File: src/rtl/dmem_arbiter.sv
// -----------------------------------------------------------------------------
// dmem_arbiter
//   Shares the single-port data memory between the processor core (load/store
//   path) and a host/loader port. The core normally has priority. A starvation
//   counter forces a host grant after STARVE_MAX consecutive denied host
//   cycles. A granted host access with host_lock set moves the arbiter into
//   LOCKED, where the host owns the memory exclusively until host_lock drops.
//
//   Grants, stalls and the memory drive are combinational (zero latency). Host
//   read data is registered and returned one cycle after the read grant.
//
// Ports
//   clk, reset                  clock, synchronous active-high reset
//   core_req/we/addr/wdata      core access request
//   core_stall, core_rdata      core not serviced / load data (same cycle)
//   host_req/we/addr/wdata      host access request
//   host_lock                   exclusive ownership request (with a grant)
//   host_gnt                    host access performed this cycle
//   host_rvalid, host_rdata     registered host read return
//   mem_wr_en/addr/dat_in       drive to the data memory
//   mem_dat_out                 combinational read data from the memory
//
// Configuration
//   DMEM_ARB_STATS_EN  adds saturating 16-bit counters stat_core_gnt,
//                      stat_host_gnt and stat_conflict.
// -----------------------------------------------------------------------------
module dmem_arbiter #(
    parameter int AW         = 8,
    parameter int DW         = 8,
    parameter int STARVE_MAX = 4
) (
    input  logic          clk,
    input  logic          reset,
    input  logic          core_req,
    input  logic          core_we,
    input  logic [AW-1:0] core_addr,
    input  logic [DW-1:0] core_wdata,
    output logic          core_stall,
    output logic [DW-1:0] core_rdata,
    input  logic          host_req,
    input  logic          host_we,
    input  logic [AW-1:0] host_addr,
    input  logic [DW-1:0] host_wdata,
    input  logic          host_lock,
    output logic          host_gnt,
    output logic          host_rvalid,
    output logic [DW-1:0] host_rdata,
`ifdef DMEM_ARB_STATS_EN
    output logic [15:0]   stat_core_gnt,
    output logic [15:0]   stat_host_gnt,
    output logic [15:0]   stat_conflict,
`endif
    output logic          mem_wr_en,
    output logic [AW-1:0] mem_addr,
    output logic [DW-1:0] mem_dat_in,
    input  logic [DW-1:0] mem_dat_out
);

    localparam logic [0:0] ST_IDLE   = 1'b0;
    localparam logic [0:0] ST_LOCKED = 1'b1;
    localparam logic [3:0] STARVE_LIM = 4'(STARVE_MAX);

    logic [0:0] state;
    logic [3:0] starve_cnt;
    logic       core_win;
    logic       host_win;
    logic       wr_sel;

    // Grant decision: LOCKED serves only the host; IDLE lets the core win a
    // conflict unless the host has been denied STARVE_MAX cycles in a row.
    always_comb begin
        // NOTE: every signal gets a default first so no path leaves it
        // unassigned, which would otherwise infer a latch.
        core_win   = 1'b0;
        host_win   = 1'b0;
        mem_addr   = '0;
        mem_dat_in = '0;
        wr_sel     = 1'b0;
        if (state == ST_LOCKED) begin
            host_win = host_req;
        end else if (host_req && (!core_req || starve_cnt == STARVE_LIM)) begin
            host_win = 1'b1;
        end else begin
            core_win = core_req;
        end
        if (core_win) begin
            mem_addr   = core_addr;
            mem_dat_in = core_wdata;
            wr_sel     = core_we;
        end else if (host_win) begin
            mem_addr   = host_addr;
            mem_dat_in = host_wdata;
            wr_sel     = host_we;
        end
    end

    assign core_stall = core_req & ~core_win;
    assign host_gnt   = host_win;
    assign core_rdata = mem_dat_out;
    // The write of a reset cycle is dropped; everything else follows inputs.
    assign mem_wr_en  = wr_sel & ~reset;

    // NOTE: sequential state uses non-blocking assignments so every register
    // samples the pre-edge values regardless of statement order.
    always_ff @(posedge clk) begin
        if (reset) begin
            state       <= ST_IDLE;
            starve_cnt  <= '0;
            host_rvalid <= 1'b0;
            host_rdata  <= '0;
        end else begin
            if (state == ST_IDLE) begin
                if (host_win && host_lock) state <= ST_LOCKED;
            end else if (!host_lock) begin
                state <= ST_IDLE;
            end

            if (host_req && !host_win) begin
                if (starve_cnt != STARVE_LIM) starve_cnt <= starve_cnt + 4'd1;
            end else begin
                starve_cnt <= '0;
            end

            host_rvalid <= host_win & ~host_we;
            if (host_win && !host_we) host_rdata <= mem_dat_out;
        end
    end

`ifdef DMEM_ARB_STATS_EN
    always_ff @(posedge clk) begin
        if (reset) begin
            stat_core_gnt <= '0;
            stat_host_gnt <= '0;
            stat_conflict <= '0;
        end else begin
            if (core_win && stat_core_gnt != 16'hFFFF)
                stat_core_gnt <= stat_core_gnt + 16'd1;
            if (host_win && stat_host_gnt != 16'hFFFF)
                stat_host_gnt <= stat_host_gnt + 16'd1;
            if (core_req && host_req && stat_conflict != 16'hFFFF)
                stat_conflict <= stat_conflict + 16'd1;
        end
    end
`endif

endmodule
File: config.mk
export PLATFORM = sky130hd
export DESIGN_NAME = dmem_arbiter
export DESIGN_NICKNAME = d
export VERILOG_FILES = /design/src/rtl/dmem_arbiter.sv
export SDC_FILE = /design/constraint.sdc
export NUM_CORES = 1
export LEC_CHECK = 0
export BUFFER_PORTS_ARGS = -buffer_cell sky130_fd_sc_hd__clkbuf_2
export CORE_UTILIZATION = 41
export CTS_BUF_LIST = sky130_fd_sc_hd__clkbuf_4 sky130_fd_sc_hd__clkbuf_8
export CTS_CLUSTER_SIZE = 28
export DETAILED_ROUTE_END_ITERATION = 10
export HOLD_SLACK_MARGIN = 0.15
export MAX_ROUTING_LAYER = met4
export PLACE_DENSITY = 0.95
export SKIP_LAST_GASP = 1
export SLEW_MARGIN = 0
export SYNTH_ARGS = -nofsm -noshare
export SYNTH_HDL_FRONTEND = slang
export SYNTH_SLANG_ARGS = --single-unit
File: constraint.sdc
create_clock -name clk -period 2.8 [get_ports clk]
set_clock_uncertainty 0.2 [all_clocks]
set_input_delay 0.28 -clock clk [delete_from_list [all_inputs] [get_ports clk]]
set_output_delay 0.28 -clock clk [all_outputs]
set_load 0.005 [all_outputs]
==> results of run 1 <==
## report_power, final
| group | leakage [nW] | switching, W | internal (W) | total [W] |
|---|---|---|---|---|
| combinational | 0.607 | 0.0000598 | 0.0000793 | 0.000139 |
| sequential | 0.114 | 0.00000372 | 0.000205 | 0.000209 |
| clock | 0.0210 | 0.0000587 | 0.0000788 | 0.000138 |
| total | 0.741 | 0.000122 | 0.000363 | 0.000485 |
## sequential cells by signal (all words and copies together), names as in the netlist
| signal | cells |
|---|---|
| host_rdata | 8 |
| host_rvalid | 1 |
| starve_cnt | 4 |
| state | 1 |
## logic make-up after synthesis
| logic type | count (synthesis) | synth area share (%) |
|---|---|---|
| AOI/OAI and AO/OA | 23 | 25.1 |
| xor gates and xnor gates | 1 | 0.972 |
| adders and majority gates | 2 | 2.78 |
| buffers and inverters | 16 | 11.7 |
| DFF | 14 | 31.1 |
| muxes | 9 | 10.1 |
| and+or+nand+nor | 30 | 18.2 |
## final cells by class
class                      count  area [um^2]  area share, %
multi-input combinational     65          515           37.3
timing repair buffer          91          500           36.2
sequential                    14          280           20.3
clock buffer                   4         36.3           2.63
tap                           27         33.8           2.45
inverter                       4         15.0           1.09
## final timing paths
path	startpoint	to	slack (ps)
worst max-delay path	starve_cnt[0]	mem_dat_in[1]	360
worst min-delay path	host_req	starve_cnt[3]	180
worst max register to register	starve_cnt[0]	host_rdata[1]	1140
worst min register to register	host_rdata[4]	host_rdata[4]	260
## critical path: stages, from the launching register on
cell and delay (ps):
dfxtp_1 380, inv_1 60, ha_1 250, and3b_2 260
a21boi_4 390, a22o_1 240, clkbuf_2 120
## per-stage QoR
stage / setup slack [ps] / area [um^2] / hold slack [ps] / total power, W / cells
floorplan: 922 / 901 / 222 / 0.000282 / 95
global placement: 731 / 1250 / 244 / 0.000339 / 192
detailed placement: 667 / 1250 / 254 / 0.000343 / 192
CTS: 358 / 1380 / 174 / 0.000492 / 205
global route: 195 / 1380 / 183 / 0.000518 / 205
finish: 356 / 1380 / 181 / 0.000485 / 205
## layer usage
metal  GRT usage, %  part of all wire [%]
met1           21.9                    38
met2           42.4                    52
met3           5.30                   9.3
met4           6.86                  0.33
met5              -                     0
## timing repair
action,in CTS,in global routing
hold endpoints to repair,9,0
hold buffers,9,0
endpoints found under the setup margin,0,0
resized for setup,0,0
## cell usage after synthesis
library cell  number
a21boi_0           1
and4_1             1
nand3b_4           1
nand2b_1           1
a21oi_1            1
and3b_2            1
nand4_1            1
ha_1               2
mux2_2             1
a32o_1             1
clkbuf_1           2
o211a_1            1
and2_1             1
a21boi_4           2
nor2_1             4
a22o_1            16
nand2_1           16
mux2i_1            8
xnor2_1            1
a21oi_4            1
buf_6              2
nor2b_1            2
inv_1              4
buf_4              8
nand3_1            1
dfxtp_1           14
nor2b_4            1
==> impl_metrics.json, run 1 <==
{
  "wl_mm": 2.42,
  "drtIter0Drc": 21,
  "timing_hold_violations_final": 0,
  "powerDensity_nw_per_um2": 351,
  "vias": 987,
  "final_cell_mix": "clkbuf_2 (82), a22o_1 (16), nand2_1 (16)",
  "vias_per_cell": 4.81,
  "synth.distinct_cells": 27,
  "min_period_over_period_pct": 87.3,
  "cp.arrival_ps": 1960,
  "h-tree-depth": 1,
  "core_area_um2": 2020,
  "die_h_um": 48.9,
  "netlist_area_um2": 901,
  "clk_path_buf_depth": 2,
  "num_antenna_cells": 0,
  "synth.net_count": 144,
  "post_drt_wl_per_cell_um": 11.8,
  "clk_pin_slew_ps": 80,
  "die-area_um2": 2390,
  "ant_nets": 0,
  "maxCapViolCount": 0,
  "clk_latency_ps": 260,
  "drt_pass1_iterations": 4,
  "place_congestion": 0.719,
  "maxSlewViolCount": 0,
  "clockRootBuffer": "clkbuf_4",
  "relSlewSlack_pct": 62.4,
  "crit_required_ps": 2320,
  "numPortBuffers": 82,
  "fin_util_pct": 68.3,
  "cts_buffers": 3,
  "setup_viol": 0,
  "area_delta_synth_final_pct": 53.3,
  "antenna_found_initial": 0,
  "outcome": "finished clean",
  "grt_usage_pct": 22.2,
  "synth.area.top_cells": "dfxtp_1 (31%), a22o_1 (16%), mux2i_1 (8.9%)",
  "postCtsSetupRepairBufs": 0,
  "rr_worst_depth": 5,
  "rsz0062_at_grt": "false",
  "grt_pass1_wl_mm": 4.13,
  "overflow": 0,
  "grt_pass1_vias": 998,
  "setup_tns_ps": 0,
  "fillers": 176,
  "synthCells": 95,
  "fmax_ghz": 0.409,
  "ys_seq_area_share_pct": 31.1,
  "grt_max_degree": 22,
  "peakVddDrop_mv": 0.269,
  "synth_top_area_share_pct": 31.1,
  "p_leak_nw": 0.741,
  "max_slew.worst_pin.slew_ps": 564,
  "cts_sinks": 14,
  "worst-setup-path-type": "flop to primary output",
  "rows": 16,
  "num-nets-final": 228,
  "min_period_ps": 2440,
  "hp-class": "primary input to flop",
  "path_max_fanout": 17,
  "cts_tree": "built",
  "drive_gt1_share_pct": 52.2,
  "hold_depth": 2,
  "hpwl_mm": 1.89,
  "critPathLaunchType": "flop",
  "avgSynthCellArea_um2": 9.48,
  "ioPinCount": 83,
  "initial_core_util_pct": 44.6,
  "ys_ff_latch": 14,
  "final_common_cell": "clkbuf_2",
  "end_kind": "primary output",
  "dieWidth_um": 48.9,
  "drc": 0,
  "synth.yosys.warnings": 0,
  "synth_top_area_cell": "dfxtp_1"
}
Note: power is estimated with default switching activity, not from simulation.
==> run 2, diff against run 1 <==
Settings changed: CORE_UTILIZATION 41 to 38, PLACE_DENSITY 0.95 to 0.93, RECOVER_POWER from default to 50.
Clock period 2.8 ns to 2.3 ns, I/O delays scaled along.
==> run 2 against run 1 <==
Global-route usage is 3.5 points lower. Setup slack worse by 220 ps. Highest routed layer is now met3. Largest power group unchanged. Sequential power is 22% higher. Worst hold slack worse by 3.6 ps.
==> impl_metrics.json, run 2 (same netlist as run 1, synthesis figures left out) <==
{
  "grt_usage_pct": 18.7,
  "setup_viol": 0,
  "rr_worst_depth": 5,
  "max_stage_delay_ps": 360,
  "r2r_slack_ps": 430,
  "seqCellArea_um2": 282,
  "h-tree-depth": 1,
  "num-nets-final": 232,
  "min_from": "core_req",
  "power.total_w": 0.000559,
  "peakVddDrop_mv": 0.381,
  "clockRootBuffer": "clkbuf_4",
  "largest_register_ffs": 8,
  "cp.arrival_ps": 1730,
  "ant_nets": 0,
  "hold_depth": 3,
  "post_drt_wl_per_cell_um": 11.6,
  "fin_cells": 209,
  "min_period_ps": 2160,
  "max_slew.worst_pin.slew_ps": 599,
  "cts_buffers": 3,
  "grt_max_degree": 22,
  "end_kind": "primary output",
  "powerDensity_nw_per_um2": 399,
  "ioPinCount": 83,
  "worst-setup-path-type": "flop to primary output",
  "antenna_found_initial": 0,
  "critPathLaunchType": "flop",
  "drtIter0Drc": 11,
  "rows": 17,
  "timing_hold_violations_final": 0,
  "fillers": 214,
  "worst_hold_slack_ps": 178,
  "maxSlewViolCount": 0,
  "crit_family": "flip-flops",
  "vias_per_cell": 4.71,
  "clk_path_buf_depth": 2,
  "dieWidth_um": 50.7,
  "top_register": "host_rdata",
  "relSlewSlack_pct": 60.1,
  "cts_sinks": 14,
  "multiInputGateArea_um2": 495,
  "final_cell_mix": "clkbuf_2 (76), a22o_1 (16), nand2_1 (16)",
  "drive_gt1_share_pct": 49.2,
  "num_antenna_cells": 0,
  "slowest_stage": "dfxtp_2",
  "vias": 984,
  "outcome": "finished clean",
  "area_delta_synth_final_pct": 55.4,
  "place_congestion": 0.672,
  "drt_pass1_iterations": 4,
  "min_to": "state",
  "die_h_um": 50.7,
  "setup_tns_ps": 0,
  "rsz0062_at_grt": "false",
  "top_regs": "host_rdata: 8 flops, starve_cnt: 4 flops",
  "grt_pass1_vias": 891,
  "worst_r2r_endpoint": "host_rdata[3]",
  "drc": 0,
  "crit_required_ps": 1870,
  "numPortBuffers": 82,
  "grt_pass1_wl_mm": 3.62,
  "timing.rr.start": "starve_cnt[0]",
  "overflow": 0,
  "initial_core_util_pct": 40.3,
  "hp-class": "primary input to flop",
  "placedCellCount": 194,
  "p_leak_nw": 0.736,
  "cts_tree": "built",
  "hpwl_mm": 1.85,
  "final_common_cell": "clkbuf_2",
  "die-area_um2": 2570,
  "crit_chain": "inv_1, ha_1, nand3b_1, a21boi_4, buf_12, a32o_1, clkbuf_2",
  "min_period_over_period_pct": 94.1,
  "wl_mm": 2.42,
  "path_max_fanout": 18,
  "worst-path-buf-inv": 3,
  "maxCapViolCount": 0,
  "fmax_ghz": 0.462,
  "core_area_um2": 2230,
  "clk_latency_ps": 260,
  "clk_pin_slew_ps": 70
}
-- run 2: worst max path at each step --
stage                     cells after the start           from           to  slack [ps]
final                                         7  starve_cnt[0]    mem_wr_en         140
after global routing                          7  starve_cnt[0]    mem_wr_en           7
after CTS                                     6  starve_cnt[0]    mem_wr_en          40
after detailed placement                      6  starve_cnt[0]  mem_addr[3]         190
after global placement                        6  starve_cnt[0]  mem_addr[6]         260
after floorplan                               6  starve_cnt[0]  mem_addr[3]         470
-- run 2: stage by stage --
step,area [um^2],setup WS (ps),util [%]
floorplan,901,472,-
global placement,1260,265,56.6
detailed placement,1260,195,56.6
CTS,1410,42.2,63.0
global route,1400,7.18,62.7
finish,1400,135,62.7
-- run 2: routing by layer --
metal  track usage, %  share of wire, %  vias to the layer above
li1                 -                 -                      507
met1             17.6                38                      425
met2             38.0                53                       52
met3             3.64               8.5                        0
met4             4.17                 0                        0
met5                -                 0                        -
-- run 2: report_power, final --
| part | internal (W) | switching, W |
|---|---|---|
| sequential | 0.000250 | 0.00000467 |
| combinational | 0.000106 | 0.0000728 |
| clock | 0.0000603 | 0.0000657 |
| total | 0.000416 | 0.000143 |
-- run 2: area by class of cell --
cell class	count	area share, %
Tap cell	28	2.50
Multi-Input combinational cell	65	35.4
Inverter	4	1.07
Timing Repair Buffer	95	39.3
Sequential cell	14	20.1
Clock buffer	3	1.61
-- run 2: timing repair --
| item | in CTS | in global routing |
|---|---|---|
| pin swaps | 1 | 1 |
| endpoints found under the hold margin | 10 | 0 |
| endpoints found under the setup margin | 17 | 17 |
| resized for setup | 0 | 1 |
| hold buffers | 10 | 0 |
| setup buffers | 1 | 1 |
-- run 2: tightest hold or removal path, stage by stage --
cell      delay [ps]
clkbuf_2         100
a21boi_0          80
o211a_1          190
==> run 3, diff against run 2 <==
Settings changed: CORE_ASPECT_RATIO from default to 2, CORE_UTILIZATION 38 to 34, PLACE_DENSITY 0.93 to 0.89.
Clock period 2.3 ns to 1.8 ns, I/O delays scaled along.
==> run 3 against run 2 <==
The run now ends with negative setup slack left. Flip-flop and latch count unchanged. Wire length increased by 33%. Clock power up 96%. Via count grew 11%. Sequential share of layout area down 2.8 points. Setup slack lost 360 ps. Combinational power increased by 56%. Sequential power increased by 28%. Utilization is 1.7 points higher. Global-route usage increased by 3.4 points. Design area increased by 17%. Power grew 52%.
==> impl_metrics.json, run 3 (same netlist as run 1, synthesis figures left out) <==
{
  "outcome": "complete, but fails checks",
  "violations": "negative setup slack",
  "r2r_slack_ps": 60,
  "hold_depth": 3,
  "wl_mm": 3.21,
  "worst_r2r_endpoint": "host_rdata[7]",
  "drt_pass1_iterations": 4,
  "p_leak_nw": 0.844,
  "cts_tree": "built",
  "fillers": 218,
  "dieWidth_um": 38.4,
  "die_h_um": 74.8,
  "num-nets-final": 245,
  "peakVddDrop_mv": 0.524,
  "initial_core_util_pct": 35.5,
  "critPathLaunchType": "flop",
  "powerDensity_nw_per_um2": 521,
  "post-place-ws_ps": 19.2,
  "clk_pin_slew_ps": 50,
  "numPortBuffers": 82,
  "fin_ws_ps": -223,
  "clk_path_buf_depth": 2,
  "min_from": "core_req",
  "antenna_found_initial": 0,
  "cts_sinks": 14,
  "worst-setup-path-type": "flop to primary output",
  "ioPinCount": 83,
  "num_antenna_cells": 0,
  "power.total_w": 0.000851,
  "fmax_ghz": 0.494,
  "clockRootBuffer": "clkbuf_8",
  "ant_nets": 0,
  "rsz0062_at_grt": "true",
  "min_to": "state",
  "final_cell_mix": "clkbuf_2 (71), a22o_1 (16), nand2_1 (16)",
  "timing.rr.start": "starve_cnt[1]",
  "max_slew.worst_pin.slew_ps": 224,
  "timing_hold_violations_final": 0,
  "maxCapViolCount": 0,
  "min_period_over_period_pct": 112,
  "area_delta_synth_final_pct": 81.4,
  "drc": 0,
  "min_period_ps": 2020,
  "overflow": 0,
  "vias": 1094,
  "placedCellCount": 198,
  "vias_per_cell": 4.93,
  "grt_usage_pct": 22.1,
  "drive_gt1_share_pct": 55.7,
  "largest_register_ffs": 8,
  "top_register": "host_rdata",
  "core_area_um2": 2540,
  "hp-class": "primary input to flop",
  "final_common_cell": "clkbuf_2",
  "rows": 26,
  "setup_tns_ps": -3430,
  "end_kind": "primary output",
  "rr_worst_depth": 9,
  "cts_buffers": 3,
  "path_max_fanout": 5,
  "drtIter0Drc": 8,
  "grt_max_degree": 18,
  "setup_viol": 18,
  "h-tree-depth": 1,
  "place_congestion": 0.740,
  "fin_cells": 222,
  "hpwl_mm": 2.13,
  "crit_required_ps": 1420,
  "maxSlewViolCount": 0,
  "clk_latency_ps": 240,
  "grt_pass1_wl_mm": 4.37,
  "grt_pass1_vias": 1039,
  "startpoint": "starve_cnt[1]",
  "die-area_um2": 2870,
  "cp.arrival_ps": 1640,
  "top_regs": "host_rdata: 8 flops, starve_cnt: 4 flops",
  "relSlewSlack_pct": 85.1,
  "post_drt_wl_per_cell_um": 14.5
}
[run 3: cell count changes in the layout (fill, tap and decap cells not counted), sizes merged]
cell         change
clkbuf           -6
buf             +17
dlygate4sd3      +2
[run 3: per-stage QoR]
step	area, um^2	hold WS (ps)	utilization (%)
CTS	1550	109	60.9
global route	1630	173	64.4
global placement	1320	222	52.0
finish	1630	153	64.4
floorplan	901	122	-
detailed placement	1320	226	52.0
[run 3: how the worst max path moves through the flow]
| stage | endpoint | slack (ps) |
|---|---|---|
| 6_report | mem_dat_in[5] | -220 |
| 3_3_place_gp | mem_dat_in[6] | 40 |
| 2_1_floorplan | mem_addr[3] | 20 |
| 3_5_place_dp | mem_dat_in[5] | 20 |
| 4_1_cts | mem_dat_in[5] | -210 |
| 5_1_grt | mem_dat_in[5] | -290 |
[run 3: layout make-up]
cell class	instances	area (um^2)	area share (%)
inverters	4	15.0	0.919
multi-input cells	65	528	32.3
flip-flops and latches	14	283	17.3
repair buffers	108	732	44.8
clock buffers	3	41.3	2.53
well taps	28	35.0	2.14
[run 3: metal layers]
metal / global-route usage [%] / up-vias / part of all wire, %
met1: 17.3 / 497 / 30
met5: - / - / 0
met4: 9.20 / 0 / 3.7
met3: 2.06 / 11 / 6.7
met2: 46.1 / 58 / 60
li1: - / 528 / -
[run 3: critical path, stage by stage (launching register included)]
cell      delay, ps
dfxtp_2         320
inv_2            60
ha_4            140
buf_6           100
nand3b_4         90
a21boi_4        190
buf_12          140
buf_12          100
a22o_1          150
buf_2           120
[run 3: power breakdown]
part	internal (W)	switching (W)
sequential	0.000320	0.00000562
combinational	0.000170	0.000109
clock	0.000148	0.0000995
total	0.000637	0.000214
[run 3: what timing repair did]
action | in CTS | in global routing
setup buffers | 4 | 3
endpoints found under the setup margin | 18 | 27
hold buffers | 11 | 1
pin swaps | 1 | 7
hold endpoints to repair | 13 | 3
cloned | 1 | 1
gates resized for setup | 8 | 9
